**config.mk**
```make
export PLATFORM = sky130hd
export DESIGN_NAME = quad_velocity
export DESIGN_NICKNAME = d
export VERILOG_FILES = /design/src/rtl/sat_narrow.sv /design/src/rtl/quad_velocity.sv
export SDC_FILE = /design/constraint.sdc
export NUM_CORES = 1
export LEC_CHECK = 0
export CAP_MARGIN = 20
export CORE_AREA = 2 2 113 115
export DETAILED_ROUTE_END_ITERATION = 8
export DIE_AREA = 0 0 115 117
export HOLD_SLACK_MARGIN = 0.03
export PLACE_DENSITY_LB_ADDON = 0.05
export SLEW_MARGIN = 20
export SYNTH_ARGS = -nofsm -noshare
export SYNTH_HDL_FRONTEND = slang
export SYNTH_SLANG_ARGS = --single-unit
```
**constraint.sdc**
```tcl
create_clock -name hba_clk -period 5.7 [get_ports hba_clk]
set_input_delay 0.57 -clock hba_clk [delete_from_list [all_inputs] [get_ports hba_clk]]
set_output_delay 0.57 -clock hba_clk [all_outputs]
set_load 0.01 [all_outputs]
```
**src/rtl/sat_narrow.sv**
```systemverilog
// ============================================================================
// Module   : sat_narrow
// Brief    : Combinational signed saturating narrow from IN_W to OUT_W bits,
//            with a flag that reports when the value was clipped.
// Revision : 1.0
// ============================================================================
`default_nettype none

module sat_narrow #(
    parameter int IN_W  = 16,
    parameter int OUT_W = 8
) (
    input  logic signed [IN_W-1:0]  din,
    output logic signed [OUT_W-1:0] dout,
    output logic                    clipped
);

    generate
        if (IN_W > OUT_W) begin : g_narrow
            // In range only when every bit above the output sign bit copies it
            logic [IN_W-OUT_W:0] w_upper;
            logic                w_over;

            assign w_upper = din[IN_W-1:OUT_W-1];
            assign w_over  = ~((&w_upper) | (~|w_upper));
            assign clipped = w_over;
            assign dout    = !w_over         ? din[OUT_W-1:0] :
                             din[IN_W-1]     ? {1'b1, {(OUT_W-1){1'b0}}} :
                                               {1'b0, {(OUT_W-1){1'b1}}};
        end else begin : g_widen
            assign dout    = OUT_W'(din);
            assign clipped = 1'b0;
        end
    endgenerate

endmodule

`default_nettype wire

```
**src/rtl/quad_velocity.sv**
```systemverilog
// ============================================================================
// Module   : quad_velocity
// Brief    : Samples a free-running encoder count every PERIOD cycles and
//            emits saturated per-period and moving-average velocities.
// Revision : 1.0
// ============================================================================
`default_nettype none

module quad_velocity #(
    parameter int COUNT_WIDTH = 16,
    parameter int VEL_WIDTH   = 8,
    parameter int PERIOD      = 50000,
    parameter int AVG_LOG2    = 2
) (
    input  logic                        hba_clk,
    input  logic                        hba_reset,
    input  logic                        en,
    input  logic [COUNT_WIDTH-1:0]      count,
    input  logic                        sat_clr,
    output logic signed [VEL_WIDTH-1:0] vel,
    output logic signed [VEL_WIDTH-1:0] vel_avg,
    output logic                        vel_valid,
    output logic                        sat
);

    localparam int                 c_div_w    = $clog2(PERIOD);
    localparam logic [c_div_w-1:0] c_div_last = c_div_w'(PERIOD - 1);
    localparam int                 c_depth    = 1 << AVG_LOG2;
    localparam int                 c_sum_w    = COUNT_WIDTH + AVG_LOG2;

    logic [c_div_w-1:0]            r_div;
    logic                          r_primed;
    logic [COUNT_WIDTH-1:0]        r_prev;
    logic signed [COUNT_WIDTH-1:0] r_hist [c_depth];
    logic signed [c_sum_w-1:0]     r_sum;
    logic signed [VEL_WIDTH-1:0]   r_vel;
    logic signed [VEL_WIDTH-1:0]   r_vel_avg;
    logic                          r_vel_valid;
    logic                          r_sat;

    logic                          w_tick;
    logic signed [COUNT_WIDTH-1:0] w_delta;
    logic signed [c_sum_w-1:0]     w_delta_ext;
    logic signed [c_sum_w-1:0]     w_oldest_ext;
    logic signed [c_sum_w-1:0]     w_sum_next;
    logic signed [c_sum_w-1:0]     w_avg;
    logic signed [VEL_WIDTH-1:0]   w_vel_sat;
    logic signed [VEL_WIDTH-1:0]   w_avg_sat;
    logic                          w_vel_clip;
    logic                          w_avg_clip;

    assign w_tick = en & (r_div == c_div_last);

    // Modular subtraction makes encoder wrap-around come out as a small delta
    assign w_delta      = count - r_prev;
    assign w_delta_ext  = {{AVG_LOG2{w_delta[COUNT_WIDTH-1]}}, w_delta};
    assign w_oldest_ext = {{AVG_LOG2{r_hist[c_depth-1][COUNT_WIDTH-1]}}, r_hist[c_depth-1]};
    assign w_sum_next   = r_sum + w_delta_ext - w_oldest_ext;
    assign w_avg        = w_sum_next >>> AVG_LOG2;

    sat_narrow #(
        .IN_W  (COUNT_WIDTH),
        .OUT_W (VEL_WIDTH)
    ) u_sat_vel (
        .din     (w_delta),
        .dout    (w_vel_sat),
        .clipped (w_vel_clip)
    );

    sat_narrow #(
        .IN_W  (c_sum_w),
        .OUT_W (VEL_WIDTH)
    ) u_sat_avg (
        .din     (w_avg),
        .dout    (w_avg_sat),
        .clipped (w_avg_clip)
    );

    always_ff @(posedge hba_clk) begin
        if (hba_reset) begin
            r_div       <= '0;
            r_primed    <= 1'b0;
            r_prev      <= '0;
            r_sum       <= '0;
            r_vel       <= '0;
            r_vel_avg   <= '0;
            r_vel_valid <= 1'b0;
            r_sat       <= 1'b0;
            for (int i = 0; i < c_depth; i++) begin
                r_hist[i] <= '0;
            end
        end else begin
            r_vel_valid <= 1'b0;
            if (sat_clr) begin
                r_sat <= 1'b0;
            end

            if (!en) begin
                r_div    <= '0;
                r_primed <= 1'b0;
            end else if (w_tick) begin
                r_div  <= '0;
                r_prev <= count;
                if (!r_primed) begin
                    r_primed <= 1'b1;
                    r_sum    <= '0;
                    for (int i = 0; i < c_depth; i++) begin
                        r_hist[i] <= '0;
                    end
                end else begin
                    for (int i = c_depth - 1; i > 0; i--) begin
                        r_hist[i] <= r_hist[i-1];
                    end
                    r_hist[0]   <= w_delta;
                    r_sum       <= w_sum_next;
                    r_vel       <= w_vel_sat;
                    r_vel_avg   <= w_avg_sat;
                    r_vel_valid <= 1'b1;
                    // A clip on this tick overrides a simultaneous clear
                    if (w_vel_clip || w_avg_clip) begin
                        r_sat <= 1'b1;
                    end
                end
            end else begin
                r_div <= r_div + 1'b1;
            end
        end
    end

    assign vel       = r_vel;
    assign vel_avg   = r_vel_avg;
    assign vel_valid = r_vel_valid;
    assign sat       = r_sat;

endmodule

`default_nettype wire

```
Word level (Yosys, flattened, before mapping)
Memories as Yosys holds them, arrays and structs flattened.
Cells that the tools add are included.

cells by class
  bitwise gates (word level) = 14
  $add $sub $neg = 4
  mux-type cells = 30
  reductions and logical operators = 11
  equality and inequality tests = 1

operators with widths
  cell                   number
  $mux 16                8
  $mux 8                 4
  $add 18x16->18         1
  $mux 18                1
  $reduce_and 9->1       2
  $reduce_or 9->1        2
  $sub 18x16->18         1
  $mux 1                 17
  $add 16x1->16 const B  1
  $eq 16x16->1 const B   1
  $sub 16x16->16         1
  $or 1x1->1             10
  $not 1->1              3
  $reduce_and 3->1       1
  $reduce_or 3->1        1
  $logic_not 1->1        2
  $reduce_and 2->1       1
  $reduce_or 2->1        1
  $and 1x1->1            1
  $logic_or 1x1->1       1

word-level totals
  bits in registers = 69
  output and inout port bits = 18
  memories kept = 1
  input bits = 20
  word-level logic and storage cells = 69
  RAM bits = 64

memories
  memory  depth  width  rd ports  clocked after memory_dff  write ports  RTL line             RTL
  r_hist  4      16     4         0                         4            quad_velocity.sv:34  logic signed [COUNT_WIDTH-1:0] r_hist [c_depth];

Logic depth before layout (Yosys ltp)
  word-level depth = 12
  gate-level depth with buffers = 23

Cells and area by module
A second synthesis with hierarchy kept.

second synthesis, totals
  cell total of the unflattened synthesis = 754
  area total of the unflattened synthesis = 7171.9 sq um

by module, submodules not included
  module                   seq. area each (sq um)  times used  cells an instance  area each (sq um)
  quad_velocity            3143.0                  1           705                6777.8
  sat_narrow at u_sat_avg  0.0                     1           24                 214.0
  sat_narrow at u_sat_vel  0.0                     1           25                 180.2

Worst setup path before layout
No wires, ideal clock.

  kind = input to register
  start = input count[0]
  end = register r_vel_avg[0] (netlist: vel_avg[0])
  arrival = 5.185 ns
  buffers on the path = 1
  cell stages on the path = 21
  setup slack = 0.381 ns
  cell sequence = inv_1 ha_1 inv_1 fa_1 a21o_1 a2111oi_4 o21ai_1 a31oi_1 xnor2_1 inv_1 fa_1 inv_1 ha_1 clkbuf_1 or4_1 mux2_2 o211ai_2 nand3_1 or4_4 a21oi_4 a211oi_1

between the ends
  cells in the longest elaborated chain, start to end = 7
  elaborated cells between the ends (all ways) = 9
  classes of those cells = 3 x add/sub; 2 x mux; 1 x bitwise; 3 x reduce/logical

ends and longest elaborated chain
  what                  RTL line              RTL
  start, declared       quad_velocity.sv:18   input logic [COUNT_WIDTH-1:0] count,
  $sub 16x16->16 (*)    quad_velocity.sv:55   assign w_delta = count - r_prev;
  $add 18x16->18 (*)    quad_velocity.sv:58   assign w_sum_next = r_sum + w_delta_ext - w_oldest_ext;
  $sub 18x16->18 (*)    quad_velocity.sv:58
  $reduce_or 9->1       sat_narrow.sv:25      assign w_over = ~((&w_upper) | (~|w_upper));
  $logic_not 1->1       sat_narrow.sv:25
  $or 1x1->1            sat_narrow.sv:25
  $mux 8 (*)            sat_narrow.sv:27      assign dout = !w_over ? din[OUT_W-1:0] :
  end signal, assigned  quad_velocity.sv:117  r_vel_avg <= w_avg_sat;
  end, declared         quad_velocity.sv:37   logic signed [VEL_WIDTH-1:0] r_vel_avg;

Mark *: on every way between the ends. The rest lies on a longest branch, timed or not.
A chain may end at the register's enable or synchronous reset.

Worst setup path after layout
  start = input count[0]
  end = register r_vel_avg[2] (netlist: vel_avg[2])

The elaborated chain is that of the path after synthesis.

==> summary.md <==
| Metric | Value |
|---|---|
| Clk buf depth | 2 |
| DRC violations left | 0 |
| Met3 WL post-DR | ~760 um |
| Layout cells sized above 1 | approximately 15% |
| Synth Area in XOR/XNOR | 5.45% |
| Most common cell after layout, fill and taps aside | nand2_1 |
| CP dominant cell by count | inv_1 |
| RePlAce Congestion | slightly above 0.9 |
| R2R Path Start | r_prev[0] |
| Clock latency on the worst-skew pair | 0.42 ns |
| Final ANT Viol Nets | 0 |
| R2R Setup Slk | ~0.52 ns |
| Die X | around 120 um |
| CP Class | in -> reg |
| Largest net degree at the start of global routing | 47 |
| Min Clock Period, post-route | around 5.5 ns |
| Top cell type by total area after synthesis | dfxtp_1 |
| Layout fillers | roughly 940 |
| DRT Pass-1 Iters | 5 |
| Startpoint Class | primary input |
| Final Power | roughly 2.7 mW |
| Critical path origin | count[0] |
| Die area | around 13000 sq um |
| Most frequent cells in the layout | nand2_1, dfxtp_1, nor2_1 |
| First-pass GRT wire length | roughly 27000 um |
| Vias in the first global route | between 5000 and 6000 |
| Synth Register Bits | 133 |
| Ordered list of cells on the worst path | clkdlybuf4s50_1, inv_1, ha_1, inv_1, fa_2, a21o_1, a2111oi_4, o211ai_1, o211ai_1, xnor2_1, inv_1, fa_1, inv_1, ha_1, a21oi_2, inv_2, or4_1, mux2_2, o211ai_2, nand3_1, or4_4, a21oi_4, buf_12, a211oi_1 |
| Max IR drop VDD | 0.000257 V |
| DR vias | between 5000 and 6000 |
| Clk slew on worst S/H paths | about 0.060 ns |
| End-of-flow core utilization | slightly above 70% |
| FF/Latch Area | about 3100 sq um |
| Fin area | between 8000 and 9000 sq um |
| Total gr overflow | 0 |
| Routed WL | about 17000 um |
| Diode count | 0 |
| Seq/Total Area, Yosys | between 40% and 50% |
| Crit-path leading delay family | compound AO/OA/AOI/OAI gates |
| Synth Area in Simple Gates | 18.4% |
| Initial Util | between 50 and 60% |
| Tcrit/Tclk final | a little over nine tenths |
| Area after DPL | slightly above 8000 sq um |
| Slew of the pin with the lowest slew margin | about 0.7 ns |
| Hpwl dp | around 12000 um |
| DRT met1 WL | between 7000 and 8000 um |
| Area share of the largest cell type after synthesis | about a quarter |
| Layout net count | 950 |
| Max Fanout on Critical Path | 7 |
| TritonCTS clock tree | yes |
| Multi-input combinational cell area | ~3700 sq um |
| Static leakage | 3.43 nW |
| Yosys warns | 0 |
| WHS | roughly 0.45 ns |
| Synth Area in Compound Gates | about 16% |
| PD cells | roughly 300 nW/um^2 |
| Fin. Hold Viols | 0 |
| IO Pins | 38 |
| EDFF count, synth | 48 |
| Initial DRC Count | ~520 |
| Drt wl/cell | approximately 16 um |
| Max H-tree Level | 4 |
| Core area | around 12000 sq um |
| Initial antenna violation count | 0 |
| Die Y | between 100 and 150 um |
| Unique cell type count in the Yosys netlist | 63 |
| CP Data Arrival Time | 5.78 ns |
| Setup crit end kind | register |
| Area Growth Syn to Fin | 22.2% |
| Top layer used by detailed routing | met4 |
| Via/cell ratio | around 5.6 |
| Worst path max stage delay | 0.54 ns |
| Clk root buf | clkbuf_16 |
| Max cap viols | 0 |
| Top FF cell, synth | dfxtp_1 |
| Cells after Synth | about 780 |
| Status | finished, final reports clean |
| Syn nets | 853 |
| Origin of the worst min-delay path | r_hist[1][11] |
| Max Slew Vio Count | 0 |
| TritonCTS buffer count | 17 |
| Rows | a little over 40 |
| # setup viols final | 0 |
| Syn Area/Cell | a little over 9 sq um |
| Buffers added on ports | 37 |
| Synth Area in Adders | a little over a tenth |
| Crit path max-delay cell type | or4_4 |
| Asr flop ratio synth | 0% |
| CTS sink count | 133 |
| Ranking of synthesized cells by area | dfxtp_1, edfxtp_1, ha_1, fa_1, nand2_1 |
| Mapped Area | 7190 sq um |
| Critical Path RT | between 5 and 6 ns |
| Largest family of logic cells by synthesized area | simple AND/OR/NAND/NOR gates |
| Min-Delay Path Class | reg -> reg |
| Clock Skew | 0.0106 ns |
| CP Buf/Inv Count | 7 |
| Max Fclk | about 180 MHz |
| Mux contribution to synthesized area | less than 1% |
| Global Route Usage Sum | between 20% and 30% |
| Relative slew margins | between 50% and 60% |
| Met2 Routed Length | a little over 8000 um |
cell families (layout without fill, tap and decap cells):
group / Yosys count / count (layout)
AO/OA/AOI/OAI: 165 / 165
buffers and inverters: 102 / 212
multiplexers: 3 / 3
flip-flops: 133 / 133
adder cells (fa/ha/maj): 52 / 52
XOR/XNOR: 43 / 43
AND/OR/NAND/NOR: 283 / 283
Yosys cell counts, types with 4 or more instances:
library cell / count
nand2_1: 94
dfxtp_1: 85
nor2_1: 75
inv_1: 71
a21oi_1: 62
edfxtp_1: 48
and2_1: 35
ha_1: 34
clkbuf_1: 27
xnor2_1: 27
nand3_1: 26
o21ai_0: 21
fa_1: 18
xor2_1: 15
nand4_1: 12
o21ai_1: 12
nor3_1: 11
a211oi_1: 8
a21o_1: 8
and3_1: 7
o211ai_1: 7
nor4_1: 6
o21a_1: 6
o22ai_1: 6
a22o_1: 4
worst reg2reg max path, stage by stage (launching register included):
cell and delay [ns]:
dfxtp_1 0.34, ha_1 0.17, inv_1 0.06, fa_2 0.34, a21o_1 0.24, a2111oi_4 0.42, o211ai_1 0.16, o211ai_1 0.13
xnor2_1 0.20, inv_1 0.14, fa_1 0.50, inv_1 0.04, ha_1 0.22, a21oi_2 0.18, inv_2 0.05, or4_1 0.50
mux2_2 0.29, o211ai_2 0.09, nand3_1 0.09, or4_4 0.54, a21oi_4 0.16, buf_12 0.14, a211oi_1 0.06
through the flow:
step                      TNS, ns  cells  setup slack (ns)
after floorplan                 0    781             0.381
after global placement      -1.12   1007            -0.150
after detailed placement    -1.32   1007            -0.182
after CTS                       0   1039             0.205
after global routing       -0.116   1041           -0.0217
final                           0   1041             0.201
flip-flops by register name, summed over array words and instances, names as in the netlist:
name / flops
r_div: 16
r_hist: 64
r_primed: 1
vel_avg: 8
r_prev: 16
sat: 1
r_sum: 18
vel_valid: 1
vel: 8
worst paths after layout:
| check | endpoint | cells past startpoint |
|---|---|---|
| setup / recovery | vel_avg[2] | 24 |
| hold / removal | r_hist[1][11] | 2 |
| setup reg to reg | vel_avg[2] | 22 |
| hold reg to reg | r_hist[1][11] | 2 |
per-layer routing:
layer,up-vias,GRT usage (%)
met5,-,0
met4,0,10.4
met3,32,5.92
met2,148,43.7
met1,2762,33.3
li1,2877,-
power by group:
part / switching [mW] / leakage [nW] / internal [mW]
registers: 0.00700 / 1.14 / 1.00
logic: 0.339 / 2.03 / 0.283
clock network: 0.397 / 0.267 / 0.631
total: 0.743 / 3.43 / 1.91
area by class of cell:
class	instances	area share, %
repair buffers	107	10.3
flip-flops and latches	133	35.8
clock buffers	23	5.44
multi-input cells	546	42.4
well taps	150	2.14
clock inverters	9	0.911
inverters	73	3.12
timing repair:
item	in CTS	in global routing
hold buffers	0	0
setup buffers	0	2
endpoints found under the setup margin	0	8
hold endpoints to repair	0	0
resized for setup	0	9
No activity file was read; power rests on OpenSTA's default activity.
